===== src/rtl/mem_access_unit.sv =====
// MEM-stage load/store unit: drives one req/ack DRAM transaction per access,
// forms store byte lanes, extends load data and flags misalignment/timeouts.
module mem_access_unit #(
    parameter int unsigned TIMEOUT_CYCLES = 16
) (
    input  logic        clk,
    input  logic        rst,
    input  logic        mem_read,
    input  logic        mem_write,
    input  logic [1:0]  mem_size,
    input  logic        mem_unsigned,
    input  logic [31:0] addr,
    input  logic [31:0] store_data,
    output logic        stall,
    output logic [31:0] load_data,
    output logic        load_valid,
    output logic        misalign,
    output logic        bus_err,
    output logic        dram_req,
    output logic        dram_we,
    output logic [31:0] dram_addr,
    output logic [3:0]  dram_wstrb,
    output logic [31:0] dram_wdata,
    input  logic        dram_ack,
    input  logic [31:0] dram_rdata
);

    localparam logic [1:0] S_IDLE = 2'd0;
    localparam logic [1:0] S_REQ  = 2'd1;
    localparam logic [1:0] S_DONE = 2'd2;
    localparam logic [7:0] CNT_LAST = 8'(TIMEOUT_CYCLES - 1);

    function automatic logic is_misaligned(input logic [1:0] size, input logic [1:0] off);
        case (size)
            2'b00:   return 1'b0;
            2'b01:   return off[0];
            default: return off != 2'b00;
        endcase
    endfunction

    function automatic logic [3:0] lane_strb(input logic [1:0] size, input logic [1:0] off);
        case (size)
            2'b00:   return 4'b0001 << off;
            2'b01:   return off[1] ? 4'b1100 : 4'b0011;
            default: return 4'b1111;
        endcase
    endfunction

    function automatic logic [31:0] lane_wdata(input logic [1:0] size, input logic [31:0] sd);
        case (size)
            2'b00:   return {4{sd[7:0]}};
            2'b01:   return {2{sd[15:0]}};
            default: return sd;
        endcase
    endfunction

    function automatic logic [31:0] extract(input logic [1:0] size, input logic [1:0] off,
                                            input logic uns, input logic [31:0] rdata);
        logic [7:0]  b;
        logic [15:0] h;
        b = rdata[{off, 3'b000} +: 8];
        h = rdata[{off[1], 4'b0000} +: 16];
        case (size)
            2'b00:   return {{24{~uns & b[7]}}, b};
            2'b01:   return {{16{~uns & h[15]}}, h};
            default: return rdata;
        endcase
    endfunction

    logic [1:0]  state_q, state_d;
    logic [7:0]  cnt_q, cnt_d;
    logic        is_load_q, is_load_d;
    logic [1:0]  off_q, off_d;
    logic [1:0]  size_q, size_d;
    logic        uns_q, uns_d;
    logic        req_q, req_d;
    logic        we_q, we_d;
    logic [31:0] addr_q, addr_d;
    logic [3:0]  strb_q, strb_d;
    logic [31:0] wdata_q, wdata_d;
    logic [31:0] load_data_q, load_data_d;
    logic        load_valid_q, load_valid_d;
    logic        misalign_q, misalign_d;
    logic        bus_err_q, bus_err_d;
    logic        access_s;

    assign access_s = mem_read | mem_write;

    // Next-state and next-output computation for the IDLE/REQ/DONE sequence.
    always_comb begin
        state_d      = state_q;
        cnt_d        = cnt_q;
        is_load_d    = is_load_q;
        off_d        = off_q;
        size_d       = size_q;
        uns_d        = uns_q;
        req_d        = req_q;
        we_d         = we_q;
        addr_d       = addr_q;
        strb_d       = strb_q;
        wdata_d      = wdata_q;
        load_data_d  = load_data_q;
        load_valid_d = 1'b0;
        misalign_d   = 1'b0;
        bus_err_d    = 1'b0;
        case (state_q)
            S_IDLE: begin
                if (access_s) begin
                    if (is_misaligned(mem_size, addr[1:0])) begin
                        misalign_d = 1'b1;
                        state_d    = S_DONE;
                    end else begin
                        state_d   = S_REQ;
                        cnt_d     = 8'd0;
                        req_d     = 1'b1;
                        we_d      = mem_write;
                        addr_d    = {addr[31:2], 2'b00};
                        strb_d    = mem_write ? lane_strb(mem_size, addr[1:0]) : 4'b0000;
                        wdata_d   = lane_wdata(mem_size, store_data);
                        is_load_d = ~mem_write;
                        off_d     = addr[1:0];
                        size_d    = mem_size;
                        uns_d     = mem_unsigned;
                    end
                end else begin
                    state_d = S_IDLE;
                end
            end
            S_REQ: begin
                cnt_d = cnt_q + 8'd1;
                // Ack wins over a timeout landing in the same cycle.
                if (dram_ack || (cnt_q >= CNT_LAST)) begin
                    state_d = S_DONE;
                    req_d   = 1'b0;
                    we_d    = 1'b0;
                    addr_d  = 32'd0;
                    strb_d  = 4'b0000;
                    wdata_d = 32'd0;
                    if (dram_ack) begin
                        if (is_load_q) begin
                            load_data_d  = extract(size_q, off_q, uns_q, dram_rdata);
                            load_valid_d = 1'b1;
                        end else begin
                            load_data_d = load_data_q;
                        end
                    end else begin
                        bus_err_d   = 1'b1;
                        load_data_d = 32'd0;
                    end
                end else begin
                    state_d = S_REQ;
                end
            end
            S_DONE: begin
                // Inputs still hold the finished instruction, so never restart here.
                state_d = S_IDLE;
            end
            default: begin
                state_d = S_IDLE;
            end
        endcase
    end

    // State and registered-output update with synchronous reset.
    always_ff @(posedge clk) begin
        if (rst) begin
            state_q      <= S_IDLE;
            cnt_q        <= 8'd0;
            is_load_q    <= 1'b0;
            off_q        <= 2'b00;
            size_q       <= 2'b00;
            uns_q        <= 1'b0;
            req_q        <= 1'b0;
            we_q         <= 1'b0;
            addr_q       <= 32'd0;
            strb_q       <= 4'b0000;
            wdata_q      <= 32'd0;
            load_data_q  <= 32'd0;
            load_valid_q <= 1'b0;
            misalign_q   <= 1'b0;
            bus_err_q    <= 1'b0;
        end else begin
            state_q      <= state_d;
            cnt_q        <= cnt_d;
            is_load_q    <= is_load_d;
            off_q        <= off_d;
            size_q       <= size_d;
            uns_q        <= uns_d;
            req_q        <= req_d;
            we_q         <= we_d;
            addr_q       <= addr_d;
            strb_q       <= strb_d;
            wdata_q      <= wdata_d;
            load_data_q  <= load_data_d;
            load_valid_q <= load_valid_d;
            misalign_q   <= misalign_d;
            bus_err_q    <= bus_err_d;
        end
    end

    assign stall      = ((state_q == S_IDLE) & access_s) | (state_q == S_REQ);
    assign load_data  = load_data_q;
    assign load_valid = load_valid_q;
    assign misalign   = misalign_q;
    assign bus_err    = bus_err_q;
    assign dram_req   = req_q;
    assign dram_we    = we_q;
    assign dram_addr  = addr_q;
    assign dram_wstrb = strb_q;
    assign dram_wdata = wdata_q;

endmodule


===== config.mk =====
export PLATFORM = sky130hd
export DESIGN_NAME = mem_access_unit
export DESIGN_NICKNAME = d
export VERILOG_FILES = /design/src/rtl/mem_access_unit.sv
export SDC_FILE = /design/constraint.sdc
export NUM_CORES = 1
export LEC_CHECK = 0
export BUFFER_PORTS_ARGS = -buffer_cell sky130_fd_sc_hd__buf_2
export CAP_MARGIN = 5
export CELL_PAD_IN_SITES_DETAIL_PLACEMENT = 0
export CELL_PAD_IN_SITES_GLOBAL_PLACEMENT = 1
export CORE_ASPECT_RATIO = 0.75
export CORE_UTILIZATION = 39
export DETAILED_ROUTE_END_ITERATION = 8
export PLACE_DENSITY_LB_ADDON = 0.12
export SLEW_MARGIN = 10
export SYNTH_ARGS = -nofsm -noshare
export SYNTH_HDL_FRONTEND = slang
export SYNTH_SLANG_ARGS = --single-unit

===== constraint.sdc =====
create_clock -name clk -period 3.2 [get_ports clk]
set_input_delay 0.96 -clock clk [delete_from_list [all_inputs] [get_ports clk]]
set_output_delay 0.96 -clock clk [all_outputs]
set_load 0.05 [all_outputs]

# --- Word-level counts from Yosys, hierarchy flattened ---
# Cells that the tools add are included.
classes:
  n_shift: 3
  n_lt_le_gt_ge: 1
  n_mux: 38
  add_sub_neg: 1
  bitwise: 13
  reduce_logical: 13
  eq_ne: 7
op_table:
  columns: ["cell", "n"]
  rows:
  - ["32-bit case mux with 2 select lines", 4]
  - ["32-bit 2-to-1 mux", 7]
  - ["32-bit by 6-bit indexed part select with 16-bit output", 1]
  - ["32-bit by 6-bit indexed part select with 8-bit output", 1]
  - ["4-bit 2-to-1 mux", 5]
  - ["8-bit 2-to-1 mux", 2]
  - ["4-bit case mux with 2 select lines", 2]
  - ["8-bit case mux with 2 select lines", 1]
  - ["1-bit 2-to-1 mux", 10]
  - ["3-bit AND reduction", 3]
  - ["8-bit by 1-bit adder with 8-bit output, second input constant", 1]
  - ["8-bit by 4-bit greater-or-equal comparator with 1-bit output, second input constant", 1]
  - ["1-bit inverter", 8]
  - ["2-bit by 1-bit equality test with 1-bit output, second input constant", 3]
  - ["2-bit logical NOT", 3]
  - ["2-bit 2-to-1 mux", 3]
  - ["2-bit != test, second input constant", 3]
  - ["1-bit case mux with 2 select lines", 3]
  - ["3-bit OR reduction", 2]
  - ["2-bit case mux with 2 select lines", 1]
  - ["4-bit AND reduction", 1]
  - ["2-bit nonzero test", 2]
  - ["4-bit OR reduction", 1]
  - ["1-bit by 2-bit << shifter with 4-bit output, first input constant", 1]
  - ["4 further kinds", 7]
totals:
  inputBits: 104
  regBits: 121
  wordCells: 91

# --- Logic depth before layout (Yosys ltp) ---
# Gate-level depths: netlist (run 1).
depth:
  ltp_word: 7
  mapped_depth: 7
  ltp_nobuf: 5

# --- Worst setup path before layout (run 1) ---
# OpenSTA, ideal clock, no wires.
synth_path:
  path_type: "input to output"
  start: "input port mem_write"
  end: "output port stall"
  slack_ps: 567
  path_stages: 2
  n_path_buf: 0
  arrival_time_ps: 1673
  required_time_ps: 2240
  cell_sequence: "nor3_1 > nor2_1"
synth_between:
  elab_chain_cells: 3
synth_lines:
  columns: ["item", "line", "source"]
  rows:
  - ["from (decl)", "9", "input logic mem_write,"]
  - ["1-bit bitwise OR", "87", "assign access_s = mem_read | mem_write;"]
  - ["1-bit AND", "201", "assign stall = ((state_q == S_IDLE) & access_s) | (state_q == S_REQ);"]
  - ["1-bit bitwise OR", "201", null]
  - ["to (decl)", "14", "output logic stall,"]
# No other way between the ends.

# --- Worst setup path in the final report (run 1) ---
# Ends and elaborated chain as after synthesis.

==> results of run 1 <==
==> layer usage <==
layer  wire, um  track usage (%)  up-vias
li1           -                -     2227
met1       7250             31.3     2150
met2       6440             32.2      148
met3        831             5.28       13
met4        150             6.82        0
met5          0                0        -
==> power breakdown <==
group | switching [uW] | leakage, uW | total, uW | internal [uW]
Sequential | 59.0 | 0.000969 | 1630 | 1570
Combinational | 593 | 0.00189 | 856 | 263
Clock | 682 | 0.000288 | 1920 | 1240
==> worst register-to-register path: stages (launching register included) <==
cell,delay (ns)
dfxtp_1,0.42
buf_4,0.31
mux2i_1,0.35
mux2i_1,0.14
o21ai_2,0.56
o2bb2ai_1,0.17
==> sequential cells by signal, indices dropped and copies added, names as in the netlist, 2 cells and up <==
name	count
cnt_q	8
load_data	32
dram_addr	30
dram_wdata	32
off_q	2
state_q	2
dram_wstrb	4
size_q	2
==> metrics by stage <==
stage / cells / instance area [um2] / total power, uW / hold WS, ns / setup slack (ns)
finish: 858 / 6780 / 4410 / 0.456 / 0.439
global route: 858 / 6780 / 4600 / 0.467 / 0.353
CTS: 858 / 6780 / 4450 / 0.458 / 0.432
detailed placement: 826 / 6180 / 2510 / 0.445 / 0.437
global placement: 826 / 6180 / 2500 / 0.435 / 0.435
floorplan: 483 / 5090 / 2280 / 0.461 / 0.567
==> layout make-up <==
| type | instances | area share [%] |
|---|---|---|
| clock buffers | 19 | 6.53 |
| clock inverters | 13 | 2.29 |
| inverters | 4 | 0.222 |
| multi-input cells | 320 | 36.2 |
| flip-flops and latches | 119 | 35.1 |
| well taps | 166 | 3.06 |
| repair buffers | 217 | 16.6 |
==> path summary, 6_finish.rpt <==
| kind | slack, ns | from | end |
|---|---|---|---|
| max | 0.44 | mem_write | stall |
| min | 0.46 | dram_we | dram_we |
| min reg2reg | 0.46 | dram_we | dram_we |
| max reg2reg | 1.12 | off_q[1] | load_data[31] |
==> Yosys cell counts, types with 3 or more instances <==
master / n / area (um2)
dfxtp_1: 119 / 2380
a22o_1: 54 / 473
mux2i_1: 41 / 410
o2bb2ai_1: 32 / 280
a21oi_1: 28 / 140
nand2_1: 23 / 86.3
o21ai_0: 22 / 110
nor2_1: 20 / 75.1
buf_2: 17 / 85.1
o2bb2ai_2: 10 / 150
nor2b_1: 9 / 56.3
buf_6: 8 / 90.1
o21a_1: 8 / 60.1
a222oi_1: 7 / 70.1
clkbuf_1: 7 / 26.3
nor3_1: 6 / 30.0
o21ai_1: 6 / 30.0
buf_4: 5 / 37.5
nand2b_1: 5 / 31.3
a31oi_1: 4 / 25.0
buf_1: 3 / 11.3
inv_1: 3 / 11.3
nand4_1: 3 / 18.8
==> logic make-up (layout without fill, tap and decap cells) <==
family | Yosys count | count (layout) | share of synthesized area [%]
AOI/OAI and AO/OA | 191 | 191 | 30.0
xor gates and xnor gates | 1 | 1 | 0.172
adders and majority gates | 1 | 1 | 0.246
buffers and inverters | 44 | 253 | 5.21
DFF | 119 | 119 | 46.8
muxes | 42 | 42 | 8.51
other | 1 | 2 | 0.0737
and+or+nand+nor | 83 | 83 | 8.95
==> impl_metrics.csv, run 1 <==
group,metric,value,unit
run_status,outcome,"finished clean",
clocking,hold_buffers,0,
sta,rsz0062_at_grt,"no",
final_layout,final_cell_mix,"buf_2 (207), dfxtp_1 (119), a22o_1 (54)",
floorplan,num_io_pins,210,
clocking,clk_path_buf_depth,2,
clocking,clock-sinks,119,
sta,setup_viol,0,
synth,synth_edf_count,0,
job,maxCapViolCount,0,
detailed_routing,first_iter_violations,311,
final_layout,multi_input_area,2450,um2
power,ir_worst_vdd,0.000396,V
detailed_routing,num_vias,4538,
clocking,htreeDepth,4,
final_layout,layout_commonest_cell,"buf_2",
clocking,clk_latency,0.41,ns
global_routing,grt_overflow,0,
min_path,hold_depth,1,
detailed_routing,via_per_inst,5.29,
min_path,hold_class,"register to register",
setup_path,cp.depth,4,
final_layout,fin_nets,784,
clocking,cts_resized,0,
global_routing,antenna_found_initial,0,
clocking,postCtsSetupBuffers,0,
sta,fin_tns_setup,0,ns
place,numPortBuffers,207,
setup_path,ff2ff_path_depth,5,
setup_path,crit_path_start_kind,"primary input",
clocking,clock_tree.root_cell,"clkbuf_16",
floorplan,row_count,35,
global_routing,first_global_vias,4302,
sta,tightest_slew,0.928,ns
final_layout,nFillCells,1183,
synth,yosys_register_bits,119,
setup_path,critPathTopFamily,"simple AND/OR/NAND/NOR gates",
global_routing,grt_pass1_wl,23.1,mm
final_layout,layout-drive-gt1-share,38.9,%
detailed_routing,wl_per_cell,17.1,um
sta,worst_slew_margin_rel,37.9,%
place,place_congestion,0.891,
final_layout,postLayoutCoreUtil,54.3,%
global_routing,grtUsageTotal,21.9,%
setup_path,critPathMostFrequentCell,"buf_2",
setup_path,path_cells,"buf_2 > nor3_1 > nor2_1 > buf_2",
setup_path,path_buf_inv,2,
sta,finalHoldViolCount,0,
global_routing,grt_max_degree,67,
synth,synthDistinctLibCells,57,
setup_path,cpPeakStageDelay,0.41,ns
setup_path,crit_path_end_kind,"output pin",
final_layout,seq_area,2380,um2
detailed_routing,firstDrtPassIters,5,
setup_path,crit_arrival,1.80,ns
setup_path,crit_type,"primary input to output pin",
sta,max_freq,362,MHz
final_layout,area_delta_synth_final,33.2,%
place,dpl.hpwl,10.6,mm
floorplan,start_util,40.8,%
detailed_routing,routed_wl,14.7,mm
sta,drv_slew,0,
setup_path,cp_slowest_cell,"nor3_1",
synth,yosysWarnings,0,
synth,synth_flop_cell,"dfxtp_1",
synth,syn_avg_cell_area,10.6,um2
floorplan,die_area,13500,um2
setup_path,crit_required,2.24,ns
detailed_routing,ant_nets,0,
synth,ys_seq_area_share,46.8,%
clocking,cts_buffers,17,
sta,clock_skew,0.00828,ns
power,power.density,650,nW/um2
final_layout,antenna_cells,0,
synth,async_flop_share,0,%
detailed_routing,drc,0,
floorplan,die_height,101,um
clocking,worst_setup_hold_path_clk_slew,0.05,ns
clocking,cts_tree,"built",
setup_path,path_max_fanout,5,
floorplan,die_x,134,um
synth,synthesis.area,5090,um2
power,p_leak,0.00315,uW
floorplan,core,12500,um2
sta,period_share,86.3,%
synth,syn_inst,482,
sta,min_period,2.76,ns
No activity file was read; power rests on OpenSTA's default activity.
==> run 2, diff against run 1 <==
Settings changed: GPL_TIMING_DRIVEN set to 0.
==> run 2 against run 1 <==
Clock-buffer cell count is 1 lower. Clock power is 3% lower. Final cell count is 3.4% higher. Fmax is 1.7% higher. Worst hold slack worse by 0.0052 ns. Register-to-register slack better by 0.06 ns. Global-route usage is 0.65 points higher. Die area stayed put.
==> impl_metrics.csv, run 2 (synthesized netlist as in run 1, its figures left out) <==
group,metric,value,unit
setup_path,crit_arrival,1.76,ns
setup_path,crit_required,2.24,ns
floorplan,row_count,35,
clocking,htreeDepth,4,
setup_path,path_cells,"buf_2 > nor3_1 > nor2_1 > buf_2",
clocking,clk_latency,0.41,ns
global_routing,grt_overflow,0,
floorplan,die_x,134,um
setup_path,path_max_fanout,5,
place,numPortBuffers,206,
clocking,clk_path_buf_depth,2,
detailed_routing,first_iter_violations,202,
setup_path,path_buf_inv,2,
sta,finalHoldViolCount,0,
sta,period_share,84.9,%
job,maxCapViolCount,0,
power,p_leak,0.00322,uW
global_routing,first_global_vias,4410,
sta,rsz0062_at_grt,"no",
clocking,hold_buffers,0,
sta,fin_ws,0.485,ns
setup_path,ff2ff_path_depth,6,
place,place_congestion,0.886,
sta,drv_slew,0,
setup_path,cp_slowest_cell,"nor3_1",
setup_path,critPathTopFamily,"simple AND/OR/NAND/NOR gates",
clocking,postCtsSetupBuffers,0,
setup_path,crit_path_start_kind,"primary input",
detailed_routing,drc,0,
power,p_total,4370,uW
setup_path,cpPeakStageDelay,0.37,ns
sta,hold_ws,0.451,ns
final_layout,nFillCells,1145,
run_status,outcome,"finished clean",
setup_path,critPathMostFrequentCell,"buf_2",
power,power.density,633,nW/um2
floorplan,die_height,101,um
sta,clock_skew,0.00809,ns
global_routing,antenna_found_initial,0,
detailed_routing,firstDrtPassIters,7,
place,dpl.hpwl,11.4,mm
min_path,hold_depth,1,
setup_path,crit_path_end_kind,"output pin",
sta,worst_slew_margin_rel,45.0,%
final_layout,layout_commonest_cell,"buf_2",
final_layout,antenna_cells,0,
final_layout,layout-drive-gt1-share,39.9,%
power,ir_worst_vdd,0.000380,V
final_layout,final_cell_mix,"buf_2 (223), dfxtp_1 (119), a22o_1 (54)",
floorplan,start_util,40.8,%
detailed_routing,wl_per_cell,17.0,um
detailed_routing,routed_wl,15.1,mm
sta,min_period,2.72,ns
detailed_routing,ant_nets,0,
min_path,hold_class,"register to register",
sta,fin_tns_setup,0,ns
global_routing,grt_pass1_wl,23.6,mm
detailed_routing,num_vias,4691,
clocking,clock_tree.root_cell,"clkbuf_16",
clocking,cts_tree,"built",
detailed_routing,via_per_inst,5.29,
clocking,worst_setup_hold_path_clk_slew,0.06,ns
floorplan,core,12500,um2
final_layout,fin_nets,813,
clocking,cts_buffers,17,
setup_path,cp.depth,4,
clocking,cts_resized,0,
sta,max_freq,368,MHz
global_routing,grt_max_degree,17,
sta,setup_viol,0,
floorplan,num_io_pins,210,
floorplan,die_area,13500,um2
final_layout,area_delta_synth_final,35.8,%
clocking,clock-sinks,119,
global_routing,grtUsageTotal,22.6,%
sta,tightest_slew,0.821,ns
final_layout,postLayoutCoreUtil,55.4,%
place,place_ws,0.512,ns
setup_path,crit_type,"primary input to output pin",
[run 2: cell count changes in the layout (fill, tap and decap cells not counted), sizes merged]
cell	delta
inv	+2
clkinvlp	+2
bufinv	-1
buf	+22
clkinv	-2
clkbuf	+6
[run 2: through the flow]
step / area, um2 / cells
2_1_floorplan: 5090 / 483
3_3_place_gp: 6330 / 855
3_5_place_dp: 6330 / 855
4_1_cts: 6910 / 887
5_1_grt: 6910 / 887
6_report: 6910 / 887
[run 2: worst reg2reg max path: stages (launching register included)]
cell	delay, ns
dfxtp_1	0.42
ha_1	0.29
nand3_1	0.19
a31oi_2	0.37
a21oi_2	0.17
buf_2	0.22
a22o_1	0.25
[run 2: layer usage]
metal	GRT usage (%)	wire [um]
met5	0	0
met4	6.64	153
met3	5.93	1010
met2	34.3	6630
met1	31.3	7290
[run 2: worst paths after layout]
| check | start | end | slack [ns] |
|---|---|---|---|
| max | mem_write | stall | 0.48 |
| min reg2reg | dram_wstrb[2] | dram_wstrb[2] | 0.45 |
| min | dram_wstrb[2] | dram_wstrb[2] | 0.45 |
| max reg2reg | cnt_q[0] | load_data[5] | 1.18 |
[run 2: power by group]
part | switching (uW) | internal, uW
sequential | 54.1 | 1570
combinational | 608 | 285
clock | 707 | 1150
total | 1370 | 3000
[run 2: layout make-up]
type | count | area, um2 | area share [%]
plain buffers | 40 | 250 | 3.62
multi-input cells | 320 | 2440 | 35.4
clock buffers | 18 | 429 | 6.21
clock inverters | 14 | 151 | 2.19
inverters | 4 | 15.0 | 0.217
flip-flops and latches | 119 | 2380 | 34.5
well taps | 166 | 208 | 3.01
repair buffers | 206 | 1030 | 14.9
